`src/rtl/vt52_host_encoder.sv`:
```
// VT52 host-side encoder: turns keyboard events and identify requests into
// the byte stream sent to the host. ASCII passes through as one byte; cursor
// and PF keys expand to two-byte escape sequences; an identify request
// produces the three-byte reply Esc / ID_CHAR.
//
// state | meaning
// IDLE  | no sequence in flight; identify reply or key may be loaded
// SEND  | presenting seq_buf[seq_idx] on tx_data until the last byte transfers
module vt52_host_encoder #(
    parameter logic [7:0] ID_CHAR   = 8'h4B,
    parameter bit         PF_ENABLE = 1'b1
) (
    input  logic       clk,
    input  logic       clr_n,
    input  logic [7:0] key_code,
    input  logic       key_valid,
    output logic       key_ready,
    input  logic       ident_req,
    output logic [7:0] tx_data,
    output logic       tx_valid,
    input  logic       tx_ready,
    output logic       busy
);

    typedef enum logic {
        IDLE = 1'b0,
        SEND = 1'b1
    } state_t;

    localparam logic [7:0] ESC = 8'h1B;

    state_t     state;
    logic [7:0] seq_buf [3];
    logic [1:0] seq_len;
    logic [1:0] seq_idx;
    logic       ident_pending;

    logic       dec_emit;
    logic [1:0] dec_len;
    logic [7:0] dec_b0;
    logic [7:0] dec_b1;
    logic [1:0] next_idx;
    logic [7:0] next_byte;

    // Key is only taken while idle with no identify reply waiting; held low in reset.
    assign key_ready = clr_n && (state == IDLE) && !ident_pending && !ident_req;
    assign busy      = (state == SEND) || ident_pending;

    // Map a key event onto its byte sequence; unmapped codes emit nothing.
    always_comb begin
        dec_emit = 1'b0;
        dec_len  = 2'd1;
        dec_b0   = key_code;
        dec_b1   = 8'h00;
        if (!key_code[7]) begin
            dec_emit = 1'b1;
        end else begin
            case (key_code[6:0])
                7'h00: begin dec_emit = 1'b1; dec_len = 2'd2; dec_b0 = ESC; dec_b1 = 8'h41; end
                7'h01: begin dec_emit = 1'b1; dec_len = 2'd2; dec_b0 = ESC; dec_b1 = 8'h42; end
                7'h02: begin dec_emit = 1'b1; dec_len = 2'd2; dec_b0 = ESC; dec_b1 = 8'h43; end
                7'h03: begin dec_emit = 1'b1; dec_len = 2'd2; dec_b0 = ESC; dec_b1 = 8'h44; end
                7'h04: begin dec_emit = PF_ENABLE; dec_len = 2'd2; dec_b0 = ESC; dec_b1 = 8'h50; end
                7'h05: begin dec_emit = PF_ENABLE; dec_len = 2'd2; dec_b0 = ESC; dec_b1 = 8'h51; end
                7'h06: begin dec_emit = PF_ENABLE; dec_len = 2'd2; dec_b0 = ESC; dec_b1 = 8'h52; end
                default: dec_emit = 1'b0;
            endcase
        end
    end

    // Byte that follows the one currently on tx_data.
    always_comb begin
        next_idx = seq_idx + 2'd1;
        case (next_idx)
            2'd1:    next_byte = seq_buf[1];
            2'd2:    next_byte = seq_buf[2];
            default: next_byte = seq_buf[0];
        endcase
    end

    // Sequencer: load in IDLE (identify before key), step through bytes in SEND.
    always_ff @(posedge clk or negedge clr_n) begin
        if (!clr_n) begin
            state         <= IDLE;
            seq_buf[0]    <= 8'h00;
            seq_buf[1]    <= 8'h00;
            seq_buf[2]    <= 8'h00;
            seq_len       <= 2'd0;
            seq_idx       <= 2'd0;
            ident_pending <= 1'b0;
            tx_data       <= 8'h00;
            tx_valid      <= 1'b0;
        end else begin
            case (state)
                IDLE: begin
                    if (ident_pending || ident_req) begin
                        seq_buf[0]    <= ESC;
                        seq_buf[1]    <= 8'h2F;
                        seq_buf[2]    <= ID_CHAR;
                        seq_len       <= 2'd3;
                        seq_idx       <= 2'd0;
                        tx_data       <= ESC;
                        tx_valid      <= 1'b1;
                        ident_pending <= 1'b0;
                        state         <= SEND;
                    end else if (key_valid && dec_emit) begin
                        seq_buf[0] <= dec_b0;
                        seq_buf[1] <= dec_b1;
                        seq_buf[2] <= 8'h00;
                        seq_len    <= dec_len;
                        seq_idx    <= 2'd0;
                        tx_data    <= dec_b0;
                        tx_valid   <= 1'b1;
                        state      <= SEND;
                    end
                end
                SEND: begin
                    if (ident_req) begin
                        ident_pending <= 1'b1;
                    end
                    if (tx_ready) begin
                        if (seq_idx == seq_len - 2'd1) begin
                            tx_valid <= 1'b0;
                            seq_idx  <= 2'd0;
                            state    <= IDLE;
                        end else begin
                            seq_idx <= next_idx;
                            tx_data <= next_byte;
                        end
                    end
                end
                default: state <= IDLE;
            endcase
        end
    end

endmodule

```
`config.mk`:
```
export PLATFORM = sky130hd
export DESIGN_NAME = vt52_host_encoder
export DESIGN_NICKNAME = d
export VERILOG_FILES = /design/src/rtl/vt52_host_encoder.sv
export SDC_FILE = /design/constraint.sdc
export NUM_CORES = 1
export LEC_CHECK = 0
export ABC_AREA = 1
export CORE_UTILIZATION = 40
export CTS_CLUSTER_DIAMETER = 50
export DETAILED_ROUTE_END_ITERATION = 10
export GPL_TIMING_DRIVEN = 0
export PLACE_DENSITY = 0.67
export SYNTH_ARGS = -nofsm -noshare
export SYNTH_HDL_FRONTEND = slang
export SYNTH_SLANG_ARGS = --single-unit
export TNS_END_PERCENT = 50
```
`constraint.sdc`:
```
create_clock -name clk -period 1.6 [get_ports clk]
set_clock_uncertainty 0.2 [all_clocks]
set_input_delay 0.16 -clock clk [delete_from_list [all_inputs] [get_ports clk]]
set_output_delay 0.16 -clock clk [all_outputs]
set_load 0.01 [all_outputs]
```
==> impl_metrics.py <==
metrics = {
    "outcome": {
        "status": "complete, but fails checks",
        "violations": "hold timing, setup timing",
    },
    "clock_network": {
        "cts_sinks": 29,
        "clkLatencyLatePin_ns": 0.29,
        "cts_buffers": 5,
        "path_clk_slew_ns": 0.06,
        "htreeDepth": 2,
        "cts_tree": "done",
        "cts-root-buf": "clkbuf_8",
        "clock_path_buffers": 2,
    },
    "global_routing": {
        "busiest_layer": "met2",
        "grt_pass1_wl_mm": 7.22,
        "overflow": 0,
        "antenna_found_initial": 0,
        "grt_pass1_vias": 1532,
        "grt_max_degree": 31,
        "grt_use_met1": 0.299,
        "gr-usage-met2": 0.342,
        "grt_use_total": 0.227,
        "grtUsageMet3": 0.0690,
    },
    "min_path": {
        "hold_path.class": "input port to async pin",
    },
    "pwr": {
        "leakage_nw": 1.21,
        "vdd_drop_max_uv": 760,
        "power_density_nw_per_um2": 1930,
        "power_w": 0.00470,
    },
    "sta": {
        "period_needed_ns": 1.72,
        "setup-violations-final": 15,
        "hold_violations": 29,
        "fmax_mhz": 581,
        "relSlewSlack": 0.489,
        "hold-worst-slack_ns": -0.162,
        "setup_ws_ns": -0.122,
        "tightest_slew_ns": 0.767,
        "drv_slew": 0,
        "min_period_over_period": 1.08,
        "rsz0062_at_grt": "yes",
    },
    "synthesis": {
        "syn_area_sq_um": 1640,
        "ys_seq_area_frac": 0.442,
        "synth_area_per_cell_sq_um": 7.33,
        "yosys_warnings": 0,
        "ys_types": 30,
        "synth_cells": 224,
        "syn-num-nets": 239,
        "synth-seq-cells": 29,
    },
    "cells_and_area": {
        "design_area_sq_um": 2440,
        "finalNetCount": 290,
        "seqCellArea_sq_um": 728,
        "utilization": 0.643,
        "drive_above_1_share": 0.319,
        "area_growth_pct": 48.7,
        "nFillCells": 350,
        "mostFrequentLayoutCell": "nand2_1",
        "multi_input_comb_area_sq_um": 965,
        "n_antenna_cell": 0,
        "final_cell_mix": "72 x nand2_1, 27 x dfrtp_1, 17 x nand3_1",
    },
    "detailed_routing": {
        "vias_per_cell": 5.05,
        "vias": 1637,
        "detail_route.wl_per_cell_microns": 14.5,
        "drt_iter0_markers": 115,
        "antenna_left": 0,
        "wl_mm": 4.69,
        "firstDrtPassIters": 4,
        "drc": 0,
    },
    "critical_path": {
        "cp-endpoint": "key_ready",
        "critPathLaunch": "ident_pending$_DFFE_PN0P_",
        "endpoint_kind": "output port",
        "crit_arrival_ns": 1.36,
        "worstPathRequired_ns": 1.24,
        "reg2reg_to": "seq_buf[17]$_DFFE_PN0P_",
        "r2r_setup_slack_ns": -0.06,
        "ff2ff_path_depth": 7,
        "r2r-start": "ident_pending$_DFFE_PN0P_",
        "crit_fanout": 5,
        "path_class": "flop to output port",
        "critPathLaunchType": "flop",
    },
    "floorplan": {
        "coreArea_sq_um": 3800,
        "die_y_microns": 66.1,
        "die_x_microns": 66.1,
        "ios": 24,
        "rows": 22,
        "dieArea_sq_um": 4370,
        "start_util": 0.432,
    },
    "placed_design": {
        "dp_hpwl_mm": 2.75,
        "placement.io_buffers": 23,
        "place_area_sq_um": 1930,
        "place.gp.congestion": 0.852,
    },
    "run": {
        "cap_violations": 0,
    },
}
## cell families after synthesis
group | after synthesis | share of synthesized area
DFF | 29 | 0.442
and+or+nand+nor | 135 | 0.365
AOI/OAI and AO/OA | 23 | 0.0845
adders and majority gates | 2 | 0.0152
buffers and inverters | 34 | 0.0883
xor gates and xnor gates | 1 | 0.00533
## worst min path at each step
stage                           start  cells after the start                         to
2_1_floorplan                   clr_n                      0  ident_pending$_DFFE_PN0P_
3_3_place_gp   tx_data[3]$_DFFE_PN0P_                      2     tx_data[3]$_DFFE_PN0P_
4_1_cts                         clr_n                      1    seq_buf[14]$_DFFE_PN0P_
6_report                        clr_n                      1     seq_len[0]$_DFFE_PN0P_
3_5_place_dp   tx_data[7]$_DFFE_PN0P_                      2     tx_data[7]$_DFFE_PN0P_
5_1_grt                         clr_n                      1     seq_len[0]$_DFFE_PN0P_
## layout make-up
class,count,area share
multi-input combinational,162,0.395
sequential,29,0.298
timing repair buffer,43,0.172
inverter,28,0.0461
clock buffer,8,0.0328
buffer,6,0.0318
tap,48,0.0246
## cells in the mapped netlist
cell type   n  share of area
nor2_2      3          0.011
nand3_1    19          0.058
dfrtp_1    29           0.44
a21oi_1     1         0.0030
nand2_1    81           0.19
o21ai_0    11          0.034
or2_1       1         0.0038
nand3b_1    1         0.0046
inv_1      24          0.055
nand4_1     2         0.0076
nand2_4     2          0.014
ha_1        2          0.015
buf_6       1         0.0069
o21ai_2     3          0.016
nor2_4      1         0.0069
buf_2       2         0.0061
nor3_1      2         0.0061
nor2_1     16          0.037
nand3_2     2          0.012
clkinv_1    1         0.0023
o22ai_1     1         0.0038
clkbuf_1    1         0.0023
o21ai_1     3         0.0091
buf_4       2         0.0091
or2_2       1         0.0038
o211ai_1    3          0.014
inv_2       3         0.0069
o32ai_1     1         0.0053
nand2_2     4          0.015
xnor2_1     1         0.0053
## where the power goes
group	switching (W)	leakage, nW	total, W	internal, W
logic	0.00155	0.815	0.00287	0.00132
clock network	0.000273	0.0395	0.000581	0.000308
registers	0.000197	0.354	0.00125	0.00106
total	0.00202	1.21	0.00470	0.00269
## per-layer routing
metal | vias up | wire length, microns
li1 | 807 | -
met1 | 786 | 2090
met2 | 32 | 2350
met3 | 12 | 167
met4 | 0 | 91
met5 | - | 0
## through the flow
stage	setup TNS, ns	setup slack (ns)	cells
detailed placement	-23.57	-1.17	295
floorplan	0	0.00427	224
CTS	-0.206	-0.107	310
finish	-1.01	-0.122	324
global route	-2.51	-0.188	324
global placement	-22.55	-1.15	295
## state kept, by name, summed over array words and instances, names as in the netlist
| signal | cells |
|---|---|
| ident_pending | 1 |
| seq_buf | 14 |
| seq_idx | 2 |
| seq_len | 2 |
| state | 1 |
| tx_data | 8 |
| tx_valid | 1 |
## repair_timing
action | 4_1_cts | 5_1_grt
gates cloned | 0 | 2
setup endpoints to repair | 52 | 27
setup buffers | 7 | 13
hold endpoints to repair | 29 | 29
pin swaps | 4 | 11
resized for setup | 40 | 53
## worst max-delay path, cell delays in order (launching register included)
cell and delay [ns]:
dfrtp_1 0.37, or2_1 0.22, buf_6 0.14, nor2_4 0.11, inv_2 0.04, nor2_1 0.07, buf_2 0.13
No activity file was read; power rests on OpenSTA's default activity.
